[config.mk]
export PLATFORM = sky130hd
export DESIGN_NAME = st7789_spi_rx
export DESIGN_NICKNAME = d
export VERILOG_FILES = /design/src/rtl/st7789_spi_rx.sv
export SDC_FILE = /design/constraint.sdc
export NUM_CORES = 1
export LEC_CHECK = 0
export ABC_AREA = 1
export CORE_ASPECT_RATIO = 1.1
export CORE_MARGIN = 2
export CORE_UTILIZATION = 62
export CTS_BUF_LIST = sky130_fd_sc_hd__clkbuf_4 sky130_fd_sc_hd__clkbuf_8
export CTS_CLUSTER_SIZE = 16
export DETAILED_ROUTE_END_ITERATION = 7
export GPL_TIMING_DRIVEN = 1
export PLACE_DENSITY = 0.92
export REMOVE_ABC_BUFFERS = 1
export SLEW_MARGIN = 20
export SYNTH_ARGS = -nofsm -noshare
export SYNTH_HDL_FRONTEND = slang
export SYNTH_SLANG_ARGS = --single-unit
[constraint.sdc]
create_clock -name clk -period 6.7 [get_ports clk]
set_input_delay 0.67 -clock clk [delete_from_list [all_inputs] [get_ports clk]]
set_output_delay 0.67 -clock clk [all_outputs]
set_load 0.01 [all_outputs]
[src/rtl/st7789_spi_rx.sv]
// Receive side of a 4-wire ST7789 SPI link: oversamples sda/scl/cs/rs, assembles bytes,
// and decodes the window/RAMWR command subset into RGB565 pixel writes with positions.
module st7789_spi_rx #(
    parameter int WIDTH       = 320,
    parameter int HEIGHT      = 240,
    parameter int SYNC_STAGES = 2
) (
    input  logic                      clk,
    input  logic                      reset,
    input  logic                      sda,
    input  logic                      scl,
    input  logic                      cs,
    input  logic                      rs,
    output logic                      byte_valid,
    output logic [7:0]                byte_data,
    output logic                      byte_rs,
    output logic                      pix_we,
    output logic [15:0]               pix_data,
    output logic [$clog2(WIDTH)-1:0]  hpos,
    output logic [$clog2(HEIGHT)-1:0] vpos,
    output logic                      sleep_out,
    output logic                      display_on,
    output logic                      ramwr_active
);
    localparam int HW = $clog2(WIDTH);
    localparam int VW = $clog2(HEIGHT);
    localparam int PW = (HW > VW) ? HW : VW;
    localparam logic [15:0]   XMAX   = 16'(WIDTH - 1);
    localparam logic [15:0]   YMAX   = 16'(HEIGHT - 1);
    localparam logic [HW-1:0] XE_RST = HW'(WIDTH - 1);
    localparam logic [VW-1:0] YE_RST = VW'(HEIGHT - 1);
    localparam logic [HW-1:0] H_ONE  = HW'(1);
    localparam logic [VW-1:0] V_ONE  = VW'(1);

    typedef enum logic [1:0] {
        ST_IDLE  = 2'd0,
        ST_PARAM = 2'd1,
        ST_RAMWR = 2'd2
    } state_t;

    logic [SYNC_STAGES-1:0] sda_sync_r, scl_sync_r, cs_sync_r, rs_sync_r;
    logic scl_prev_r, cs_prev_r;
    logic sda_s, scl_s, cs_s, rs_s, scl_rise_s, cs_rise_s;
    logic [6:0] shift_r;
    logic [2:0] bit_cnt_r;

    state_t state_r, state_next;
    logic [7:0]  opcode_r, opcode_next, hi_r, hi_next, end_hi_r, end_hi_next;
    logic [2:0]  pidx_r, pidx_next;
    logic        phase_r, phase_next;
    logic [15:0] start_r, start_next;
    logic [HW-1:0] xs_r, xs_next, xe_r, xe_next, hpos_next;
    logic [VW-1:0] ys_r, ys_next, ye_r, ye_next, vpos_next;
    logic        pix_we_next, sleep_next, disp_next;
    logic [15:0] pix_data_next;
    logic [15:0] lim_s, pend_s;
    logic [PW-1:0] st_s, en_raw_s, en_s;

    assign sda_s      = sda_sync_r[SYNC_STAGES-1];
    assign scl_s      = scl_sync_r[SYNC_STAGES-1];
    assign cs_s       = cs_sync_r[SYNC_STAGES-1];
    assign rs_s       = rs_sync_r[SYNC_STAGES-1];
    assign scl_rise_s = scl_s & ~scl_prev_r & ~cs_s;
    assign cs_rise_s  = cs_s & ~cs_prev_r;

    // Window parameters clamp to the panel edge, and an inverted range collapses to start.
    assign lim_s    = (opcode_r == 8'h2B) ? YMAX : XMAX;
    assign pend_s   = {end_hi_r, byte_data};
    assign st_s     = (start_r > lim_s) ? lim_s[PW-1:0] : start_r[PW-1:0];
    assign en_raw_s = (pend_s > lim_s) ? lim_s[PW-1:0] : pend_s[PW-1:0];
    assign en_s     = (st_s > en_raw_s) ? st_s : en_raw_s;

    // Input synchronisers and previous-value taps for edge detection.
    always_ff @(posedge clk) begin
        if (reset) begin
            sda_sync_r <= {SYNC_STAGES{1'b0}};
            scl_sync_r <= {SYNC_STAGES{1'b0}};
            cs_sync_r  <= {SYNC_STAGES{1'b1}};
            rs_sync_r  <= {SYNC_STAGES{1'b0}};
            scl_prev_r <= 1'b0;
            cs_prev_r  <= 1'b1;
        end else begin
            sda_sync_r <= {sda_sync_r[SYNC_STAGES-2:0], sda};
            scl_sync_r <= {scl_sync_r[SYNC_STAGES-2:0], scl};
            cs_sync_r  <= {cs_sync_r[SYNC_STAGES-2:0], cs};
            rs_sync_r  <= {rs_sync_r[SYNC_STAGES-2:0], rs};
            scl_prev_r <= scl_s;
            cs_prev_r  <= cs_s;
        end
    end

    // Byte assembly: MSB first, strobe on the eighth qualified scl rise.
    always_ff @(posedge clk) begin
        if (reset) begin
            shift_r    <= 7'd0;
            bit_cnt_r  <= 3'd0;
            byte_valid <= 1'b0;
            byte_data  <= 8'd0;
            byte_rs    <= 1'b0;
        end else begin
            byte_valid <= 1'b0;
            if (cs_rise_s) begin
                bit_cnt_r <= 3'd0;
            end else if (scl_rise_s) begin
                shift_r   <= {shift_r[5:0], sda_s};
                bit_cnt_r <= bit_cnt_r + 3'd1;
                if (bit_cnt_r == 3'd7) begin
                    byte_valid <= 1'b1;
                    byte_data  <= {shift_r, sda_s};
                    byte_rs    <= rs_s;
                end
            end
        end
    end

    // Parser next-state: pixel advance, command/parameter/pixel decode, then cs cleanup.
    always_comb begin
        state_next    = state_r;
        opcode_next   = opcode_r;
        pidx_next     = pidx_r;
        phase_next    = phase_r;
        hi_next       = hi_r;
        start_next    = start_r;
        end_hi_next   = end_hi_r;
        xs_next       = xs_r;
        xe_next       = xe_r;
        ys_next       = ys_r;
        ye_next       = ye_r;
        pix_we_next   = 1'b0;
        pix_data_next = pix_data;
        hpos_next     = hpos;
        vpos_next     = vpos;
        sleep_next    = sleep_out;
        disp_next     = display_on;

        if (pix_we) begin
            if (hpos == xe_r) begin
                hpos_next = xs_r;
                vpos_next = (vpos == ye_r) ? ys_r : vpos + V_ONE;
            end else begin
                hpos_next = hpos + H_ONE;
            end
        end else begin
            hpos_next = hpos;
        end

        if (byte_valid && !byte_rs) begin
            opcode_next = byte_data;
            pidx_next   = 3'd0;
            phase_next  = 1'b0;
            state_next  = ST_IDLE;
            case (byte_data)
                8'h01: begin
                    sleep_next = 1'b0;
                    disp_next  = 1'b0;
                    xs_next    = {HW{1'b0}};
                    xe_next    = XE_RST;
                    ys_next    = {VW{1'b0}};
                    ye_next    = YE_RST;
                end
                8'h10: sleep_next = 1'b0;
                8'h11: sleep_next = 1'b1;
                8'h28: disp_next  = 1'b0;
                8'h29: disp_next  = 1'b1;
                8'h2A, 8'h2B: state_next = ST_PARAM;
                8'h2C: begin
                    hpos_next  = xs_r;
                    vpos_next  = ys_r;
                    state_next = ST_RAMWR;
                end
                default: state_next = ST_IDLE;
            endcase
        end else if (byte_valid) begin
            case (state_r)
                ST_PARAM: begin
                    case (pidx_r)
                        3'd0: start_next[15:8] = byte_data;
                        3'd1: start_next[7:0]  = byte_data;
                        3'd2: end_hi_next      = byte_data;
                        3'd3: begin
                            if (opcode_r == 8'h2A) begin
                                xs_next = st_s[HW-1:0];
                                xe_next = en_s[HW-1:0];
                            end else begin
                                ys_next = st_s[VW-1:0];
                                ye_next = en_s[VW-1:0];
                            end
                        end
                        default: end_hi_next = end_hi_r;
                    endcase
                    pidx_next = (pidx_r == 3'd4) ? 3'd4 : pidx_r + 3'd1;
                end
                ST_RAMWR: begin
                    if (!phase_r) begin
                        hi_next    = byte_data;
                        phase_next = 1'b1;
                    end else begin
                        pix_we_next   = 1'b1;
                        pix_data_next = {hi_r, byte_data};
                        phase_next    = 1'b0;
                    end
                end
                default: state_next = state_r;
            endcase
        end else begin
            state_next = state_r;
        end

        if (cs_rise_s) begin
            phase_next = 1'b0;
            state_next = (state_next == ST_RAMWR) ? ST_IDLE : state_next;
        end else begin
            phase_next = phase_next;
        end
    end

    // Parser state and registered outputs.
    always_ff @(posedge clk) begin
        if (reset) begin
            state_r      <= ST_IDLE;
            opcode_r     <= 8'd0;
            pidx_r       <= 3'd0;
            phase_r      <= 1'b0;
            hi_r         <= 8'd0;
            start_r      <= 16'd0;
            end_hi_r     <= 8'd0;
            xs_r         <= {HW{1'b0}};
            xe_r         <= XE_RST;
            ys_r         <= {VW{1'b0}};
            ye_r         <= YE_RST;
            pix_we       <= 1'b0;
            pix_data     <= 16'd0;
            hpos         <= {HW{1'b0}};
            vpos         <= {VW{1'b0}};
            sleep_out    <= 1'b0;
            display_on   <= 1'b0;
            ramwr_active <= 1'b0;
        end else begin
            state_r      <= state_next;
            opcode_r     <= opcode_next;
            pidx_r       <= pidx_next;
            phase_r      <= phase_next;
            hi_r         <= hi_next;
            start_r      <= start_next;
            end_hi_r     <= end_hi_next;
            xs_r         <= xs_next;
            xe_r         <= xe_next;
            ys_r         <= ys_next;
            ye_r         <= ye_next;
            pix_we       <= pix_we_next;
            pix_data     <= pix_data_next;
            hpos         <= hpos_next;
            vpos         <= vpos_next;
            sleep_out    <= sleep_next;
            display_on   <= disp_next;
            ramwr_active <= (state_next == ST_RAMWR);
        end
    end
endmodule

== Word-level counts from Yosys, hierarchy flattened ==
Index checks and enable logic that the tools add are counted.

* Register bits after elaboration: 147
* Input port bits: 6
* Output and inout port bits: 47
* Word-level logic and storage cells: 149

* $add $sub $neg: 4
* Order comparisons: 3
* Eq/ne operators: 23
* Muxes and demuxes: 47
* Bitwise operators: 12
* Reduce and logical (&&, ||, !) cells: 30

{| class="wikitable"
|+ Operators by type and width
! operator !! count
|-
| $mux W9 || 20
|-
| $mux W8 || 17
|-
| $eq A8 B6 Y1 const B || 7
|-
| $gt A16 B9 Y1 || 2
|-
| $reduce_and A4 Y1 || 5
|-
| $eq A8 B5 Y1 const B || 2
|-
| $reduce_bool A2 Y1 || 6
|-
| $reduce_and A2 Y1 || 5
|-
| $reduce_and A5 Y1 || 2
|-
| $reduce_or A2 Y1 || 5
|-
| $add A9 B1 Y9 const B || 1
|-
| $eq A9 B9 Y1 || 1
|-
| $gt A9 B9 Y1 || 1
|-
| $not A1 Y1 || 9
|-
| $add A8 B1 Y8 const B || 1
|-
| $eq A8 B1 Y1 const B || 1
|-
| $eq A8 B8 Y1 || 1
|-
| $add A3 B1 Y3 const B || 2
|-
| $eq A2 B2 Y1 const B || 3
|-
| $eq A3 B2 Y1 const B || 2
|-
| $eq A3 B3 Y1 const B || 2
|-
| $mux W2 || 3
|-
| $reduce_or A3 Y1 || 2
|-
| $pmux W1 S2 || 2
|-
| other kinds (13) || 17
|}

== Longest topological paths before layout ==
Gate-level depths: netlist of run 1.

* Depth in word-level cells: 11
* Gate-level depth with buffers: 27
* Gate-level depth less buffers: 27

== Worst setup path before layout of run 1 ==
OpenSTA, ideal clock, no wires.

* Path type: register -> register
* Start point: register opcode_r[4]
* End point: register ye_r[0]
* Library setup time: 0.115 ns
* Data arrival time: 2.892 ns
* Required time: 6.585 ns
* Setup slack: 3.694 ns
* Stages on the path, launching flop included: 26
* Buffers on the path: 1
* Period minus slack after synthesis: 3.006 ns
* Cells stage by stage: dfxtp_1 -> inv_1 -> nand2_1 -> nor2_1 -> nand2_1 -> ha_1 -> nand2_1 -> nor2_1 -> nand3_1 -> nand3_1 -> nand2_1 -> nand2_1 -> nand2_1 -> ha_1 -> nand2_1 -> inv_1 -> nand2_1 -> nand2_1 -> nand2_1 -> nand3_1 -> nand2_1 -> clkbuf_1 -> o21bai_1 -> nand3_1 -> nand2_1 -> nand2_1

* Word-level cells in the longest chain between the ends: 11
* Elaborated cells on any way between the ends: 16
* Those cells by class: order compare: 3; eq/ne: 3; mux: 9; reduce/logical: 1

{| class="wikitable"
|+ Ends and longest elaborated chain
! element !! line !! source
|-
| start, declared || 48 || <nowiki>logic [7:0] opcode_r, opcode_next, hi_r, hi_next, end_hi_r, end_hi_next;</nowiki>
|-
| start signal, assigned || 240 || <nowiki>opcode_r <= opcode_next;</nowiki>
|-
| $eq A8 B6 Y1 || 67 || <nowiki>assign lim_s = (opcode_r == 8'h2B) ? YMAX : XMAX;</nowiki>
|-
| $mux W9 || 67 ||
|-
| $gt A16 B9 Y1, on equally long branches || 69, 70 ||
|-
| $mux W9, on equally long branches || 69, 70 ||
|-
| $gt A9 B9 Y1 || 71 || <nowiki>assign en_s = (st_s > en_raw_s) ? st_s : en_raw_s;</nowiki>
|-
| $mux W9 || 71 ||
|-
| $mux W8 || 181 || <nowiki>if (opcode_r == 8'h2A) begin</nowiki>
|-
| $mux W8 || 176 || <nowiki>case (pidx_r)</nowiki>
|-
| $mux W8 || 174 || <nowiki>case (state_r)</nowiki>
|-
| $mux W8 || 173 || <nowiki>end else if (byte_valid) begin</nowiki>
|-
| $mux W8 || 147 || <nowiki>if (byte_valid && !byte_rs) begin</nowiki>
|-
| end signal, assigned || 249 || <nowiki>ye_r <= ye_next;</nowiki>
|-
| end, declared || 53 || <nowiki>logic [VW-1:0] ys_r, ys_next, ye_r, ye_next, vpos_next;</nowiki>
|}

Parallel ways exist; a longest one is shown, timed or not. The select of a mux whose other input is x is not followed.
A chain may end at the register's enable or synchronous reset.

== Worst setup path after layout of run 1 ==
* Start point: register opcode_r[4]
* End point: register ye_r[7]

The elaborated chain is that of the path after synthesis.

==> results of run 1 <==
worst max-delay path by stage:
stage / startpoint / to / slack (ps)
finish: opcode_r[4] / ye_r[7] / 3020
global route: opcode_r[7] / ye_r[7] / 2600
CTS: opcode_r[4] / ye_r[6] / 3070
global placement: opcode_r[4] / ye_r[7] / 3160
floorplan: opcode_r[4] / ye_r[6] / 3650
detailed placement: opcode_r[4] / ye_r[6] / 3100
through the flow:
step	utilization (%)	hold WS (ps)	instance area, µm²	total power [mW]
2_1_floorplan	-	388	6570	0.911
3_3_place_gp	69.5	390	7290	0.923
3_5_place_dp	69.5	396	7290	0.924
4_1_cts	73.5	411	7720	1.65
5_1_grt	73.6	422	7720	1.70
6_report	73.6	407	7720	1.64
area by class of cell:
cell class                 instances  area, µm²
clock buffer                      21        277
clock inverter                    11        150
fill                             791       2770
inverter                          95        357
multi-input combinational        633       3270
sequential                       147       2940
tap                              143        179
timing repair buffer              55        543
power by group:
group	internal, mW	switching (mW)
logic	0.00799	0.0186
clock network	0.399	0.342
registers	0.876	0.00115
registers in the layout, summed over array words and instances (netlist names), 9 cells and up:
| signal | flops |
|---|---|
| hpos | 9 |
| pix_data | 16 |
| xe_r | 9 |
| xs_r | 9 |
| start_r | 16 |
worst reg2reg max path, cell delays in order (launching register included):
cell,delay [ps]
dfxtp_1,310
inv_1,60
nand2_1,50
nor2_1,140
nand2_1,220
ha_1,380
nand2_1,70
nor2_1,80
nand3_1,70
nand3_1,150
nand2_1,90
inv_1,140
nand3b_1,200
ha_1,360
nand2_1,70
nor3_1,180
nand4_1,100
nand2_1,280
inv_1,220
nand3_1,120
nand2_1,70
o21ai_0,160
nand2_1,60
placed cells by master (no fill, tap or decap), types with 3 or more instances in the layout:
cell	count
o21ai_1	13
nor3_1	14
or2_2	3
inv_2	14
xor2_1	10
xnor2_1	16
a21oi_2	7
dfxtp_1	147
nand2_2	3
inv_1	81
nor2_4	3
buf_4	3
bufinv_16	3
nor2_1	89
nand3_1	38
a21o_1	3
nand2_1	175
clkdlybuf4s50_1	52
clkbuf_8	19
nand3b_1	5
a21oi_1	103
nand4_1	14
o21ai_0	94
ha_1	22
routing by layer:
| metal | track usage (%) | part of all wire [%] |
|---|---|---|
| met1 | 34.9 | 42 |
| met2 | 49.8 | 49 |
| met3 | 6.86 | 5.4 |
| met4 | 11.8 | 3.4 |
| met5 | 0 | 0 |
cells by family after synthesis:
kind of cell,count (synthesis)
and+or+nand+nor,352
AOI/OAI and AO/OA,233
DFF,147
buffers and inverters,131
xor gates and xnor gates,26
adders and majority gates,22
==> out/qor.csv, run 1 <==
stage;metric;value;unit
sta;minimum clock period;3680;ps
die;Rows;39;
clocking;Inserted Clock Buffers;17;
sta;Setup TNS Final;0;ps
synthesis;fraction of registers with async set/reset;0;%
global_route;largest net degree at the start of global routing;77;
sta;Tightest Pin Transition;951;ps
global_route;first-pass GRT wire length;26.9;mm
worst_setup_path;worst path bufs/invs;3;
worst_setup_path;worst reg2reg setup slack;3020;ps
worst_setup_path;CP Depth;22;
synthesis;synthesized cell area;6750;µm²
placement;Place WS;3100;ps
synthesis;Primary FF master, synth;dfxtp_1;
clocking;Post-CTS Setup Bufs;0;
worst_hold_path;WHS Path Cells;2;
sta;final worst-path cycle share;54.9;%
detailed_routing;DR vias;6184;
global_route;grt ovf;0;
synthesis;fraction of the mapped netlist area in compound gates;18.3;%
clocking;H-tree lvl count;4;
worst_setup_path;CP Capture Type;flip-flop;
placement;Port Buffers;52;
worst_setup_path;R2R cell count;22;
synthesis;post-synthesis mux area share;0;%
detailed_routing;Pre-Repair DR Iteration Count;5;
pwr;pwr dens;213;nW/µm²
layout;final std cells w/o fill;1105;
detailed_routing;Residual DRC;0;
placement;DP HPWL;11.3;mm
worst_setup_path;CP arrival;4010;ps
worst_setup_path;Worst EP required;7030;ps
global_route;vias in the first global route;5816;
sta;RSZ-0062 raised after global routing;no;
synthesis;number of flops mapped to enable cells by yosys;0;
clocking;TritonCTS clock tree;done;
synthesis;largest family of logic cells by synthesized area;simple AND/OR/NAND/NOR gates;
detailed_routing;violation count after the first detailed-route iteration;402;
worst_setup_path;max incr delay on CP;370;ps
detailed_routing;wire per inst;14.9;µm
sta;fmax;272;MHz
synthesis;Post-Synthesis Cells;911;
global_route;Overall Global Routing Usage;29.2;%
sta;Worst slew margin;36.3;%
synthesis;syn avg cell area;7.41;µm²
die;Initial Utilization;64.3;%
sta;final setup fails;0;
synthesis;Netlist cell types;39;
clocking;Clock Tree Root;clkbuf_8;
run;max-cap viol count;0;
status;status;completed;
worst_setup_path;CP max FO;11;
synthesis;most common cell in the netlist;nand2_1;
die;die area;11700;µm²
synthesis;Simple-Gate Fraction of Synth Area;22.7;%
synthesis;Area contributors post-synth;dfxtp_1, nand2_1, a21oi_1;
clocking;CTS hold repair buffers;0;
detailed_routing;Routed Antenna Nets;0;
worst_setup_path;CP startpoint kind;flip-flop;
layout;area grow syn2layout;14.4;%
synthesis;Post-Synth XOR/XNOR Area;3.37;%
worst_setup_path;CP dominant cell by count;nand2_1;
clocking;clk slew on worst S/H paths;90;ps
sta;Hold Fails Final Rpt;0;
synthesis;Synth top cells by count;nand2_1, dfxtp_1, a21oi_1, o21ai_0, nor2_1;
die;width of the die;103;µm
pwr;Max VDD drop;0.195;mV
clocking;cts repair resizes;0;
detailed_routing;vias per cell;5.60;
sta;worst clock skew;13.8;ps
worst_hold_path;Hold Path Class;reg2reg;
synthesis;Synth Area in Adders;4.08;%
placement;routability congestion estimate;0.963;
synthesis;Synth top area share;43.6;%
die;Ports;53;
synthesis;Yosys reg bits;147;
worst_setup_path;worst reg2reg path startpoint;opcode_r[4];
die;core area;10500;µm²
layout;share of layout cells above drive strength 1;7.48;%
sta;fin. max-slew vios;0;
worst_setup_path;crit path kind;reg2reg;
layout;Net count, final;977;
synthesis;Seq/Total Area, Yosys;43.6;%
placement;Cells after DPL;1073;
clocking;CTS Buffer Depth;2;
sta;setup ws final;3020;ps
synthesis;area leader, netlist;dfxtp_1;
worst_setup_path;RR Endpoint;ye_r[7];
clocking;clock latency on the worst-skew pair;450;ps
synthesis;Synth Warn #;0;
global_route;initial antenna violation count;0;
worst_setup_path;CP cell instances;inv_1, nand2_1, nor2_1, nand2_1, ha_1, nand2_1, nor2_1, nand3_1, nand3_1, nand2_1, inv_1, nand3b_1, ha_1, nand2_1, nor3_1, nand4_1, nand2_1, inv_1, nand3_1, nand2_1, o21ai_0, nand2_1;
pwr;Leak Pwr;3.26;nW
worst_hold_path;Worst Hold End;scl_sync_r[1];
layout;diode count;0;
detailed_routing;routed wire length;16.4;mm
die;Die Y;113;µm
worst_setup_path;CP max-delay cell;ha_1;
worst_hold_path;hold path start;scl_sync_r[0];
clocking;CTS sink cnt;147;
worst_setup_path;critical path's top delay family;simple AND/OR/NAND/NOR gates;
No activity file was read; power rests on OpenSTA's default activity.
==> run 2, diff against run 1 <==
--- a/config.mk
+++ b/config.mk
@@ -8,12 +8,12 @@
 export ABC_AREA = 1
 export CORE_ASPECT_RATIO = 1.1
 export CORE_MARGIN = 2
-export CORE_UTILIZATION = 62
+export CORE_UTILIZATION = 60
 export CTS_BUF_LIST = sky130_fd_sc_hd__clkbuf_4 sky130_fd_sc_hd__clkbuf_8
 export CTS_CLUSTER_SIZE = 16
 export DETAILED_ROUTE_END_ITERATION = 7
 export GPL_TIMING_DRIVEN = 1
-export PLACE_DENSITY = 0.92
+export PLACE_DENSITY = 0.9
 export REMOVE_ABC_BUFFERS = 1
 export SLEW_MARGIN = 20
 export SYNTH_ARGS = -nofsm -noshare
==> constraint.sdc (replaced) <==
create_clock -name clk -period 3.8 [get_ports clk]
set_input_delay 0.38 -clock clk [delete_from_list [all_inputs] [get_ports clk]]
set_output_delay 0.38 -clock clk [all_outputs]
set_load 0.01 [all_outputs]
==> out/qor.csv, run 2 (synthesis results as in run 1) <==
stage;metric;value;unit;change
detailed_routing;Pre-Repair DR Iteration Count;7;;was 5
worst_setup_path;worst reg2reg path startpoint;opcode_r[4];;unchanged
detailed_routing;Residual DRC;0;;unchanged
placement;cell area after placement;7320;µm²;was 7290 µm²
layout;share of layout cells above drive strength 1;8.16;%;was 7.48%
worst_hold_path;Hold Path Class;reg2reg;;unchanged
sta;final setup fails;0;;unchanged
worst_setup_path;CP startpoint;opcode_r[4];;unchanged
detailed_routing;DR vias;6086;;was 6,184
sta;Setup TNS Final;0;ps;unchanged
sta;Hold Fails Final Rpt;0;;unchanged
placement;routability congestion estimate;0.971;;was 0.963
detailed_routing;wire per inst;14.3;µm;was 14.9 µm
clocking;Clock Tree Root;clkbuf_8;;unchanged
clocking;TritonCTS clock tree;done;;unchanged
worst_hold_path;WHS Path Cells;2;;unchanged
clocking;CTS Buffer Depth;2;;unchanged
sta;worst hold margin;409;ps;was 407 ps
global_route;Overall Global Routing Usage;27.3;%;was 29.2%
placement;Port Buffers;52;;unchanged
sta;Worst slew margin;41.1;%;was 36.3%
detailed_routing;vias per cell;5.46;;was 5.60
die;Initial Utilization;61.6;%;was 64.3%
pwr;Max VDD drop;0.271;mV;was 0.195 mV
worst_setup_path;worst reg2reg setup slack;480;ps;was 3020 ps
sta;final worst-path cycle share;87.4;%;was 54.9%
die;Ports;53;;unchanged
detailed_routing;routed wire length;16.0;mm;was 16.4 mm
die;die area;12100;µm²;was 11,700 µm²
clocking;clk slew on worst S/H paths;80;ps;was 90 ps
die;Rows;40;;was 39
clocking;CTS sink cnt;147;;unchanged
sta;fmax;301;MHz;was 272 MHz
pwr;Leak Pwr;3.28;nW;was 3.26 nW
global_route;met3 Use GR;6.18;%;was 6.86%
worst_setup_path;Worst EP required;4140;ps;was 7030 ps
clocking;clock latency on the worst-skew pair;450;ps;about the same
worst_setup_path;CP Capture Type;flip-flop;;unchanged
layout;most frequent cells in the layout;nand2_1, dfxtp_1, a21oi_1;;unchanged
layout;Finished Cell Area;7760;µm²;was 7720 µm²
sta;worst clock skew;8.88;ps;was 13.8 ps
sta;RSZ-0062 raised after global routing;no;;unchanged
global_route;vias in the first global route;5705;;was 5,816
layout;Net count, final;983;;was 977
layout;area grow syn2layout;15.0;%;was 14.4%
global_route;Top Usage Layer GRT;met2;;unchanged
worst_setup_path;R2R cell count;22;;unchanged
placement;Place WS;426;ps;was 3100 ps
global_route;initial antenna violation count;0;;unchanged
sta;minimum clock period;3320;ps;was 3680 ps
die;width of the die;105;µm;was 103 µm
global_route;grt ovf;0;;unchanged
worst_setup_path;RR Endpoint;ye_r[7];;unchanged
layout;Top Registers;pix_data: 16 flops, start_r: 16 flops;;unchanged
clocking;H-tree lvl count;4;;unchanged
placement;Cells after DPL;1081;;was 1,073
global_route;first-pass GRT wire length;26.7;mm;was 26.9 mm
worst_setup_path;CP endpoint;ye_r[7];;unchanged
layout;diode count;0;;unchanged
layout;post-layout util;70.8;%;was 73.6%
global_route;met2 GRT Util;47.6;%;was 49.8%
die;core area;11000;µm²;was 10,500 µm²
run;max-cap viol count;0;;unchanged
pwr;Design Power;2.85;mW;was 1.64 mW
worst_setup_path;CP arrival;3660;ps;was 4010 ps
worst_setup_path;CP max FO;8;;was 11
detailed_routing;Routed Antenna Nets;0;;unchanged
sta;setup ws final;478;ps;was 3020 ps
worst_setup_path;CP startpoint kind;flip-flop;;unchanged
sta;fin. max-slew vios;0;;unchanged
worst_setup_path;crit path kind;reg2reg;;unchanged
pwr;pwr dens;368;nW/µm²;was 213 nW/µm²
clocking;CTS hold repair buffers;0;;unchanged
global_route;largest net degree at the start of global routing;69;;was 77
placement;DP HPWL;11.0;mm;was 11.3 mm
sta;Tightest Pin Transition;878;ps;was 951 ps
clocking;Inserted Clock Buffers;17;;unchanged
layout;commonest non-fill, non-tap cell in the layout;nand2_1;;unchanged
global_route;met1 Usage GRT;33.3;%;was 34.9%
status;status;completed;;unchanged
layout;final std cells w/o fill;1115;;was 1,105
detailed_routing;violation count after the first detailed-route iteration;529;;was 402
die;Die Y;115;µm;was 113 µm
## run 2: power breakdown
part           total [mW]  internal, mW  switching [mW]
Combinational      0.0483        0.0155          0.0328
Sequential           1.55          1.54         0.00189
Clock                1.26         0.655           0.606
Total                2.85          2.21           0.640
## run 2: how the worst min path moves through the flow
stage,startpoint,end,slack (ps)
floorplan,rs_sync_r[0],rs_sync_r[1],390
CTS,scl_sync_r[0],scl_sync_r[1],410
global route,rs_sync_r[0],rs_sync_r[1],430
finish,scl_sync_r[0],scl_sync_r[1],410
global placement,scl_sync_r[0],scl_sync_r[1],390
detailed placement,cs_sync_r[0],cs_sync_r[1],400
## run 2: area by class of cell
class	instances	area (µm²)
clock buffer	21	289
clock inverter	11	125
fill	836	3200
inverter	95	357
multi-input combinational	633	3270
sequential	147	2940
tap	147	184
timing repair buffer	61	588
## run 2: worst max-delay path, cell delays in order, from the launching register on
cell      delay [ps]
dfxtp_1          300
inv_1             60
nand2_1           70
nor2_2           170
nand2_2          140
ha_1             320
nand2_1           60
nor2_1            80
nand3_1           70
nand3_1          140
nand2_1           80
inv_1            130
nand3b_1         170
ha_1             340
nand2_1           80
nor3_1           190
nand4_1          120
nand2_1          140
inv_1            140
nand3_1          120
nand2_1           70
o21ai_0          160
nand2_1           60
## run 2: repair_timing
action	CTS	global route
setup endpoints to repair	0	14
buffers inserted	0	2
resized for setup	0	2
## run 2: per-layer routing
layer | vias to the layer above | share of wire (%)
met4 | 0 | 1.9
li1 | 3084 | -
met2 | 195 | 48
met1 | 2776 | 44
met5 | - | 0
met3 | 31 | 5.7
==> run 3, diff against run 2 <==
--- a/config.mk
+++ b/config.mk
@@ -19,3 +19,4 @@
 export SYNTH_ARGS = -nofsm -noshare
 export SYNTH_HDL_FRONTEND = slang
 export SYNTH_SLANG_ARGS = --single-unit
+export TNS_END_PERCENT = 100
==> results of run 3 <==
Final layout, timing and power as in run 2 (identical DEF).
